`src/rtl/distribute_pkg.sv`:
```
// distribute_pkg: sizing helpers shared by the distribute switch family
package distribute_pkg;
    function automatic int max_int(input int a, input int b);
        return (a > b) ? a : b;
    endfunction
    function automatic int clog2(input int v);
        int r;
        r = 0;
        while ((1 << r) < v) r++;
        return r;
    endfunction
    function automatic int res_cmd_width(input int in_w, input int n);
        return max_int(1, in_w - n);
    endfunction
endpackage

```
`src/rtl/distribute_out_slot.sv`:
```
// distribute_out_slot: single-entry output register with valid/ready and zero-on-drain
module distribute_out_slot #(
    parameter int DATA_WIDTH = 32,
    parameter int CMD_WIDTH  = 2
) (
    input  logic                  clk,
    input  logic                  rst,
    input  logic                  load,
    input  logic [DATA_WIDTH-1:0] data,
    input  logic [CMD_WIDTH-1:0]  cmd,
    input  logic                  ready,
    output logic                  valid,
    output logic [DATA_WIDTH-1:0] q_data,
    output logic [CMD_WIDTH-1:0]  q_cmd,
    output logic                  loadable
);
    assign loadable = !valid || ready;
    always_ff @(posedge clk or posedge rst) begin
        if (rst) begin
            valid  <= 1'b0;
            q_data <= '0;
            q_cmd  <= '0;
        end else if (load) begin
            valid  <= 1'b1;
            q_data <= data;
            q_cmd  <= cmd;
        end else if (ready) begin
            valid  <= 1'b0;
            q_data <= '0;
            q_cmd  <= '0;
        end
    end
endmodule

```
`src/rtl/distribute_1xn_cmd_flow_seq.sv`:
```
// distribute_1xn_cmd_flow_seq: registered 1-to-N multicast distribute stage peeling a destination mask off the command
module distribute_1xn_cmd_flow_seq
    import distribute_pkg::*;
#(
    parameter int DATA_WIDTH       = 32,
    parameter int NUM_DATA_OUT     = 4,
    parameter int IN_COMMAND_WIDTH = 6,
    localparam int RES_CMD_WIDTH   = res_cmd_width(IN_COMMAND_WIDTH, NUM_DATA_OUT)
) (
    input  logic                                  clk,
    input  logic                                  rst,
    input  logic                                  i_en,
    input  logic                                  i_valid,
    output logic                                  i_ready,
    input  logic [DATA_WIDTH-1:0]                 i_data_bus,
    input  logic [IN_COMMAND_WIDTH-1:0]           i_cmd,
    output logic [NUM_DATA_OUT-1:0]               o_valid,
    input  logic [NUM_DATA_OUT-1:0]               o_ready,
    output logic [NUM_DATA_OUT*DATA_WIDTH-1:0]    o_data_bus,
    output logic [NUM_DATA_OUT*RES_CMD_WIDTH-1:0] o_cmd,
    output logic                                  o_drop
);
    logic [NUM_DATA_OUT-1:0]  mask, pend_mask, load, loadable;
    logic [RES_CMD_WIDTH-1:0] res, hold_cmd;
    logic [DATA_WIDTH-1:0]    hold_data;
    logic                     hs, accept;
    assign mask = i_cmd[IN_COMMAND_WIDTH-1 -: NUM_DATA_OUT];
    if (IN_COMMAND_WIDTH > NUM_DATA_OUT) begin : g_res
        assign res = i_cmd[IN_COMMAND_WIDTH-NUM_DATA_OUT-1:0];
    end else begin : g_nores
        assign res = '0;
    end
    always_comb begin
        load    = pend_mask & loadable;
        i_ready = i_en && !rst && ((pend_mask & ~loadable) == '0);
        hs      = i_valid && i_ready;
        accept  = hs && (mask != '0);
    end
    always_ff @(posedge clk or posedge rst) begin
        if (rst) begin
            pend_mask <= '0;
            hold_data <= '0;
            hold_cmd  <= '0;
            o_drop    <= 1'b0;
        end else begin
            pend_mask <= accept ? mask : (pend_mask & ~load);
            o_drop    <= hs && (mask == '0);
            if (accept) begin
                hold_data <= i_data_bus;
                hold_cmd  <= res;
            end
        end
    end
    for (genvar g = 0; g < NUM_DATA_OUT; g++) begin : g_slot
        distribute_out_slot #(
            .DATA_WIDTH(DATA_WIDTH),
            .CMD_WIDTH (RES_CMD_WIDTH)
        ) u_slot (
            .clk     (clk),
            .rst     (rst),
            .load    (load[g]),
            .data    (hold_data),
            .cmd     (hold_cmd),
            .ready   (o_ready[g]),
            .valid   (o_valid[g]),
            .q_data  (o_data_bus[g*DATA_WIDTH +: DATA_WIDTH]),
            .q_cmd   (o_cmd[g*RES_CMD_WIDTH +: RES_CMD_WIDTH]),
            .loadable(loadable[g])
        );
    end
endmodule

```
`config.mk`:
```
export PLATFORM = sky130hd
export DESIGN_NAME = distribute_1xn_cmd_flow_seq
export DESIGN_NICKNAME = d
export VERILOG_FILES = /design/src/rtl/distribute_pkg.sv /design/src/rtl/distribute_out_slot.sv /design/src/rtl/distribute_1xn_cmd_flow_seq.sv
export SDC_FILE = /design/constraint.sdc
export NUM_CORES = 1
export LEC_CHECK = 0
export CAP_MARGIN = 40
export CORE_MARGIN = 5
export CORE_UTILIZATION = 45
export DETAILED_ROUTE_END_ITERATION = 7
export GPL_ROUTABILITY_DRIVEN = 1
export PLACE_DENSITY_LB_ADDON = 0.25
export SYNTH_ARGS = -nofsm -noshare
export SYNTH_HDL_FRONTEND = slang
export SYNTH_HIERARCHICAL = 1
export SYNTH_SLANG_ARGS = --single-unit
```
`constraint.sdc`:
```
create_clock -name clk -period 2.5 [get_ports clk]
set_input_delay 0.25 -clock clk [delete_from_list [all_inputs] [get_ports clk]]
set_output_delay 0.25 -clock clk [all_outputs]
set_load 0.02 [all_outputs]
```
# ---- Word-level counts from Yosys, hierarchy flattened
# Cells that the tools add are included.
dict set report word_totals {
  reg_bits 179
  in_bits 46
  out_inout_bits 142
  word_cells 67
}
dict set report classes {
  muxes 25
  n_bitwise 5
  reduce_logical 21
}
# op count
set op_table {}
lappend op_table {{$mux 32} 8}
lappend op_table {{$mux 2} 8}
lappend op_table {{$and 4x4->4} 3}
lappend op_table {{$logic_not 4->1} 2}
lappend op_table {{$mux 1} 8}
lappend op_table {{$not 4->4} 2}
lappend op_table {{$reduce_bool 2->1} 4}
lappend op_table {{$logic_and 1x1->1} 5}
lappend op_table {{$logic_not 1->1} 5}
lappend op_table {{$logic_or 1x1->1} 4}
lappend op_table {{$mux 4} 1}
lappend op_table {{$reduce_bool 4->1} 1}

# ---- Logic depth before layout (Yosys ltp)
# Gate-level depths: netlist of run 1.
dict set report depth {
  depth_word 9
  ltp_mapped 9
  depth_no_buf 5
}

# ---- Cells and area by module
# Netlist of run 1, hierarchy kept.
# mod instances cells_each area_per_inst_um2 seq_area_each_um2
set modules_own_cells {}
lappend modules_own_cells {distribute_out_slot 4 118 1403.8 875.8}
lappend modules_own_cells {distribute_1xn_cmd_flow_seq 1 98 1631.6 975.9}

# ---- Worst setup path after synthesis of run 1
# OpenSTA, ideal clock, no wires.
dict set report synth_timing {
  path_kind {in2reg}
  startpoint {in rst}
  endpoint {reg hold_data[10]}
  setup_ns 0.125
  arrival_ns 2.270
  required_ns 2.375
  slack_ns 0.105
  path_stages 6
  path_buffers 2
  cell_sequence {inv_1 > nand3_2 > nor4_4 > buf_6 > buf_12 > mux2_4}
}
dict set report synth_via {
  elab_chain_cells 5
}
# element line
set synth_rtl {}
lappend synth_rtl {{start: declaration} distribute_1xn_cmd_flow_seq.sv:11} ;# input logic rst,
lappend synth_rtl {{$logic_not 1->1 (no source line)} -}
lappend synth_rtl {{$logic_and 1x1->1 (2 in series)} distribute_1xn_cmd_flow_seq.sv:35} ;# i_ready = i_en && !rst && ((pend_mask & ~loadable) == '0);
lappend synth_rtl {{$logic_and 1x1->1} distribute_1xn_cmd_flow_seq.sv:36} ;# hs = i_valid && i_ready;
lappend synth_rtl {{$logic_and 1x1->1} distribute_1xn_cmd_flow_seq.sv:37} ;# accept = hs && (mask != '0);
lappend synth_rtl {{end signal: assignment} distribute_1xn_cmd_flow_seq.sv:49} ;# hold_data <= i_data_bus;
lappend synth_rtl {{end: declaration} distribute_1xn_cmd_flow_seq.sv:25} ;# logic [DATA_WIDTH-1:0] hold_data;
# No other way between the ends.
# A chain may end at the register's enable or synchronous reset.

# ---- Final worst setup path of run 1
dict set report layout_timing {
  startpoint {in o_ready[1]}
  endpoint {out i_ready}
}
dict set report layout_via {
  elab_chain_cells 5
}
# element line
set layout_rtl {}
lappend layout_rtl {{start: declaration} distribute_1xn_cmd_flow_seq.sv:18} ;# input logic [NUM_DATA_OUT-1:0] o_ready,
lappend layout_rtl {{$logic_or 1x1->1} distribute_out_slot.sv:17} ;# assign loadable = !valid || ready;
lappend layout_rtl {{via loadable[1]} distribute_1xn_cmd_flow_seq.sv:23} ;# logic [NUM_DATA_OUT-1:0] mask, pend_mask, load, loadable;
lappend layout_rtl {{$not 4->4} distribute_1xn_cmd_flow_seq.sv:35}
lappend layout_rtl {{$and 4x4->4} distribute_1xn_cmd_flow_seq.sv:35}
lappend layout_rtl {{$logic_not 4->1} distribute_1xn_cmd_flow_seq.sv:35}
lappend layout_rtl {{$logic_and 1x1->1} distribute_1xn_cmd_flow_seq.sv:35}
lappend layout_rtl {{end: declaration} distribute_1xn_cmd_flow_seq.sv:14} ;# output logic i_ready,
# The timed path passes the listed nets, and every way through them passes these cells.

==> metrics.md, run 1 <==
| Metric | Value |
|---|---|
| Post-synth EDFFs | 0 |
| Most frequent cells after synthesis | dfrtp_1, nand2b_1, nand2_1, o21ai_1, a22o_1 |
| Maximum clock rate | ~500 MHz |
| Per-cell routed wire length | 20.0 microns |
| Finished Layout Cells | around 990 |
| Worst-path clk slew | about 70 ps |
| DR iter-0 viols | around 290 |
| Starting density of the core | 0.458 |
| Synth warn | 6 |
| Routed vias | around 5,200 |
| Unrepaired setup endpoints after global routing | false |
| Root Buffer | clkbuf_16 |
| Number of nets in the layout | around 800 |
| Global-route wire length before repair | about 32,000 microns |
| Final Hold Viols | 0 |
| Post-synthesis cell type count | 28 |
| Share of cells above drive strength 1 | 0.130 |
| Seq/Total Area, Yosys | 0.618 |
| Critical path class | input pin to output port |
| 1st-pass router iterations | 5 |
| Main synth FF type | dfrtp_1 |
| Status | finished, final reports clean |
| Final TNS setup | 0 ps |
| Die X | between 100 and 150 microns |
| CP Launch Type | input pin |
| Placed cell count | ~950 |
| WL final | about 20,000 microns |
| CTS Sinks | between 150 and 200 |
| Footprint of the multi-input gates | 2370 sq um |
| CP required | 2250 ps |
| Crit end category | output port |
| Number of hold buffers added after CTS | 0 |
| CP arrival | 1750 ps |
| DR DRC count | 0 |
| Post-synth top area cell | dfrtp_1 |
| Largest net degree at the start of global routing | 40 |
| VDD IR max | between 0.0005 and 0.0006 V |
| Antenna diodes | 0 |
| GRT Total Usage | 0.223 |
| Most frequent cell after synthesis | dfrtp_1 |
| Period utilisation layout | 0.799 |
| Number of global-route vias before repair | about 5,600 |
| Worst-Margin Slew | approximately 760 ps |
| TritonCTS clock tree | done |
| CTS Buf Count | 17 |
| Sequential Area | roughly 4500 sq um |
| Power per Cell Area | 712 nW/um^2 |
| Top cell type's share of synthesized area | 0.618 |
| Routed Antenna Nets | 0 |
| Max-slew headroom | 0.488 |
| Via density | between 5 and 6 |
| Die area | 18,700 sq um |
| Clk_lat worst skew | ~420 ps |
| Syn-to-layout area delta | 35.3% |
| Core ar. | 15,800 sq um |
| Initial antenna violation count | 0 |
| GP Congestion | around 0.84 |
| Site Rows | 46 |
| Post-Synthesis Cells | 570 |
| Setup bufs post-CTS | 0 |
| Mean post-synth cell area | between 10 and 15 sq um |
| Final Skew | 6.98 ps |
| Register bit total from synthesis | 179 |
| Congestion Overflow GR | 0 |
| CP max FO | 3 |
| # port buffers | between 150 and 200 |
| I/O pin count | 188 |
| Synth Net Count | between 600 and 700 |
| Max-cap viol count | 0 |
| # H-tree levels | 4 |
| # setup viols final | 0 |
| Fill cells | roughly 1,200 |
| Die span in y | roughly 140 microns |
| Final slew viol count | 0 |
| Post-Syn Area | around 7200 sq um |
| Leak | 0.00424 uW |
| Synth top area cells | dfrtp_1, a22o_1, nand2b_1 |
| Dpl hpwl | 13,900 microns |
| Async SR Flop Fraction | 1.00 |
| Hold crit path type | input pin to async pin |
| CTS max path bufs | 2 |
| Min Tclk post-route | ~2000 ps |
[sequential cells by signal, summed over array words and instances (netlist names)]
register	cells
o_drop	1
hold_cmd	2
g_slot.u_slot/q_cmd	8
g_slot.u_slot/valid	4
hold_data	32
pend_mask	4
g_slot.u_slot/q_data	128
[worst paths after layout]
| kind | startpoint | endpoint | slack, ps | depth (start not counted) |
|---|---|---|---|---|
| worst max register to register | g_slot[2].u_slot/valid$_DFFE_PP0P_ | hold_cmd[1]$_DFFE_PP0P_ | 590 | 6 |
| worst min register to register | g_slot[0].u_slot/q_data[0]$_DFFE_PP0P_ | g_slot[0].u_slot/q_data[0]$_DFFE_PP0P_ | 500 | 1 |
| worst min-delay path | rst | g_slot[0].u_slot/q_data[6]$_DFFE_PP0P_ | 290 | 2 |
| max in group asynchronous | rst | g_slot[3].u_slot/q_data[12]$_DFFE_PP0P_ | 1460 | 3 |
| worst max-delay path | o_ready[1] | i_ready | 500 | 5 |
| min in group clk | i_data_bus[28] | hold_data[28]$_DFFE_PP0P_ | 430 | 2 |
[critical path: stages]
cell	delay [ps]
clkdlybuf4s50_1	570
nand2b_1	170
and2b_1	240
nor3_1	230
dlymetal6s2s_1	280
[logic make-up after synthesis]
group	count (synthesis)	synth area share
AOI/OAI and AO/OA	141	0.133
buffers and inverters	48	0.0565
and+or+nand+nor	168	0.132
muxes	34	0.0611
DFF	179	0.618
[where the power goes]
part / internal [uW] / switching (uW) / total [uW]
combinational: 494 / 467 / 961
clock: 1500 / 1110 / 2610
sequential: 3130 / 276 / 3410
total: 5130 / 1850 / 6980
[placed cells by master (no fill, tap or decap), types with 2 or more instances in the layout]
master	Yosys	final
o21ai_1	72	72
inv_6	0	3
nand2_1	72	72
nand2b_1	80	80
dfrtp_1	179	179
nor2_8	4	4
clkdlybuf4s50_1	0	186
clkinv_1	0	4
clkinvlp_4	0	2
nand2b_2	2	2
clkbuf_1	4	2
bufinv_16	0	2
a22o_1	65	65
mux2_4	16	16
clkbuf_16	0	17
buf_4	1	18
clkinv_2	0	4
mux2_2	18	18
inv_1	8	3
and2_2	0	3
buf_12	1	2
[cell type report]
type,count,share of cell area
inverter,8,0.00306
clock inverter,12,0.0133
multi-input combinational,343,0.242
tap,216,0.0276
clock buffer,20,0.0456
timing repair buffer,208,0.212
sequential,179,0.457
[stage by stage]
stage | utilization | setup slack (ps) | hold slack [ps] | cell area [sq um] | power [uW]
CTS | 0.619 | 130 | 302 | 9800 | 7030
detailed placement | 0.583 | 136 | 480 | 9220 | 4420
global placement | 0.581 | 94.1 | 478 | 9200 | 4390
floorplan | - | 105 | 367 | 7250 | 3920
finish | 0.619 | 503 | 291 | 9800 | 6980
global route | 0.619 | 348 | 359 | 9800 | 7260
[per-layer routing]
| layer | GRT usage | wire length, microns |
|---|---|---|
| met1 | 0.301 | 8350 |
| met4 | 0.0843 | 511 |
| met3 | 0.0529 | 1380 |
| met2 | 0.351 | 9480 |
| met5 | 0 | 0 |
[timing repair]
action / in CTS / in global routing
resized for setup: 0 / 1
endpoints found under the hold margin: 0 / 0
endpoints found under the setup margin: 0 / 1
Power figures use the tool's default switching activity.
==> run 2: changes to the inputs <==
- CORE_UTILIZATION: 45 -> 44
- clock period: 2.5 -> 1.7 ns (I/O delays scaled with it)
==> run 2 against run 1 <==
The run now ends with negative setup slack left. Largest power group unchanged. First-iteration DRC count up 14%. Clock power up 55%. Combinational power up 65%. Final cell count up 3.8%. Sequential share of layout area down 3.1 points. Wire length up 5.8%.
==> metrics.md, run 2 (same netlist as run 1, synthesis figures left out) <==
| Metric | Value |
|---|---|
| Number of global-route vias before repair | 5,669 (+1.1%) |
| # port buffers | 187 (unchanged) |
| Number of nets in the layout | 836 (+4.1%) |
| Antenna diodes | 0 (unchanged) |
| Crit end category | register |
| Commonest non-fill, non-tap cell in the layout | clkdlybuf4s50_1 |
| Period utilisation layout | 1.07 |
| Largest registers | g_slot.u_slot/q_data x128, hold_data x32, g_slot.u_slot/q_cmd x8 |
| Register with the most flip-flops | g_slot.u_slot/q_data |
| Fill cells | 1,263 (+4.0%) |
| Hold crit path type | input pin to async pin |
| Share of cells above drive strength 1 | 0.179 (+0.0495) |
| Clk_lat worst skew | 430 ps (about the same) |
| Largest net degree at the start of global routing | 40 (unchanged) |
| Per-cell routed wire length | 20.4 microns (+2.0%) |
| DR iter-0 viols | 327 (+14%) |
| Leak | 0.00460 uW (+8.5%) |
| Max-cap viol count | 0 (unchanged) |
| Pre-CTS setup slack | -530 ps (-666 ps) |
| WL final | 20,900 microns (+5.8%) |
| Root Buffer | clkbuf_16 |
| CP arrival | 2110 ps (+360 ps) |
| Initial antenna violation count | 0 (unchanged) |
| Setup ws final | -117 ps (-620 ps) |
| DR DRC count | 0 (unchanged) |
| Core ar. | 16,300 sq um (+3.3%) |
| Commonest cells after routing, fill and taps aside | clkdlybuf4s50_1, dfrtp_1, nand2b_1, nand2_1, o21ai_1 |
| Post-Route Hold Slack | 248 ps (-42.8 ps) |
| GP Congestion | 0.882 (+5.1%) |
| Status | complete, but fails checks |
| Via density | 5.18 (-1.4%) |
| CTS Sinks | 179 (unchanged) |
| Routed vias | 5,304 (+2.3%) |
| Congestion Overflow GR | 0 (unchanged) |
| Unrepaired setup endpoints after global routing | true |
| Dpl hpwl | 14,000 microns (+0.33%) |
| Maximum clock rate | 550 MHz |
| Max reg flops | 128 (unchanged) |
| Final Hold Viols | 0 (unchanged) |
| Site Rows | 47 (+2.2%) |
| # H-tree levels | 4 (unchanged) |
| Routed Antenna Nets | 0 (unchanged) |
| Final slew viol count | 0 (unchanged) |
| TritonCTS clock tree | done |
| Number of hold buffers added after CTS | 0 (unchanged) |
| Die area | 19,100 sq um (+2.1%) |
| CP max FO | 8 (+5) |
| GRT Total Usage | 0.214 (-0.00909) |
| 1st-pass router iterations | 5 (unchanged) |
| CTS Buf Count | 17 (unchanged) |
| Power per Cell Area | 1020 nW/um^2 (+43%) |
| Global-route wire length before repair | 32,100 microns (+1.5%) |
| Worst-Margin Slew | 546 ps (-216 ps) |
| VDD IR max | 0.000716 V (+31%) |
| Worst-path clk slew | 70 ps (about the same) |
| # setup viols final | 35 (+35) |
| CP required | 2000 ps (-250 ps) |
| Syn-to-layout area delta | 45.0% |
| CTS max path bufs | 2 (unchanged) |
| Die span in y | 138 microns (+1.0%) |
| CP Launch Type | register |
| Failing checks | negative setup slack |
| Max-slew headroom | 0.636 (+0.147) |
| Die X | 138 microns (+1.0%) |
| Critical path class | register to register |
| Min Tclk post-route | about 1800 ps |
| I/O pin count | 188 (unchanged) |
| Starting density of the core | 0.443 (-0.0146) |
| Final Skew | 16.2 ps (+9.25 ps) |
-- run 2: repair_timing --
action | 4_1_cts | 5_1_grt
gates resized for setup | 39 | 13
setup buffers | 7 | 2
setup endpoints to repair | 36 | 66
pin swaps | 2 | 6
gates cloned | 1 | 6
-- run 2: layout make-up --
class / instances / area, sq um / share of cell area
Tap cell: 220 / 275 / 0.0262
Sequential cell: 179 / 4480 / 0.426
Timing Repair Buffer: 240 / 2580 / 0.246
Multi-Input combinational cell: 344 / 2520 / 0.240
Clock buffer: 18 / 439 / 0.0418
Inverter: 8 / 33.8 / 0.00321
Clock inverter: 14 / 174 / 0.0165
-- run 2: path summary, 6_finish.rpt --
path | from | endpoint | slack (ps) | depth (start not counted)
hold / removal | rst | g_slot[1].u_slot/q_data[8]$_DFFE_PP0P_ | 250 | 3
setup reg to reg | g_slot[1].u_slot/valid$_DFFE_PP0P_ | hold_data[19]$_DFFE_PP0P_ | -120 | 6
setup / recovery | g_slot[1].u_slot/valid$_DFFE_PP0P_ | hold_data[19]$_DFFE_PP0P_ | -120 | 6
min in group clk | i_data_bus[2] | hold_data[2]$_DFFE_PP0P_ | 360 | 2
hold reg to reg | g_slot[2].u_slot/q_data[1]$_DFFE_PP0P_ | g_slot[2].u_slot/q_data[1]$_DFFE_PP0P_ | 500 | 1
max in group asynchronous | rst | g_slot[0].u_slot/q_data[4]$_DFFE_PP0P_ | 850 | 4
-- run 2: stage by stage --
step           TNS [ps]  total power [uW]  cell area (sq um)  instances  utilization
2_1_floorplan     -1730              5760               7250        570            -
3_3_place_gp     -25150              6530               9490        976        0.580
3_5_place_dp     -24610              6570               9490        976        0.580
4_1_cts           -2520             10700              10300       1016        0.630
5_1_grt           -5080             11100              10500       1023        0.643
6_report          -3500             10700              10500       1023        0.643
-- run 2: where the power goes --
part	total, uW	leakage [uW]	switching (uW)	internal [uW]
sequential	5030	0.00240	425	4600
combinational	1590	0.00191	728	862
clock	4050	0.000295	1680	2370
total	10700	0.00460	2830	7840
-- run 2: metal layers --
| layer | global-route usage | wire length (microns) | vias to the layer above |
|---|---|---|---|
| met2 | 0.342 | 10400 | 219 |
| met4 | 0.0712 | 334 | 0 |
| met3 | 0.0670 | 1520 | 30 |
| met1 | 0.278 | 8650 | 2662 |
| met5 | 0 | 0 | - |
| li1 | - | - | 2393 |
-- run 2: worst max-delay path, stage by stage (launching register included) --
cell and delay (ps):
dfrtp_1 380, nand2b_1 100, and2b_2 250, nor4_4 280, buf_6 210, buf_12 160
mux2_4 300
==> run 3: changes to the inputs <==
- CAP_MARGIN: 40 -> 20
==> results of run 3 <==
No change in the layout: final DEF, timing and power equal those of run 2.
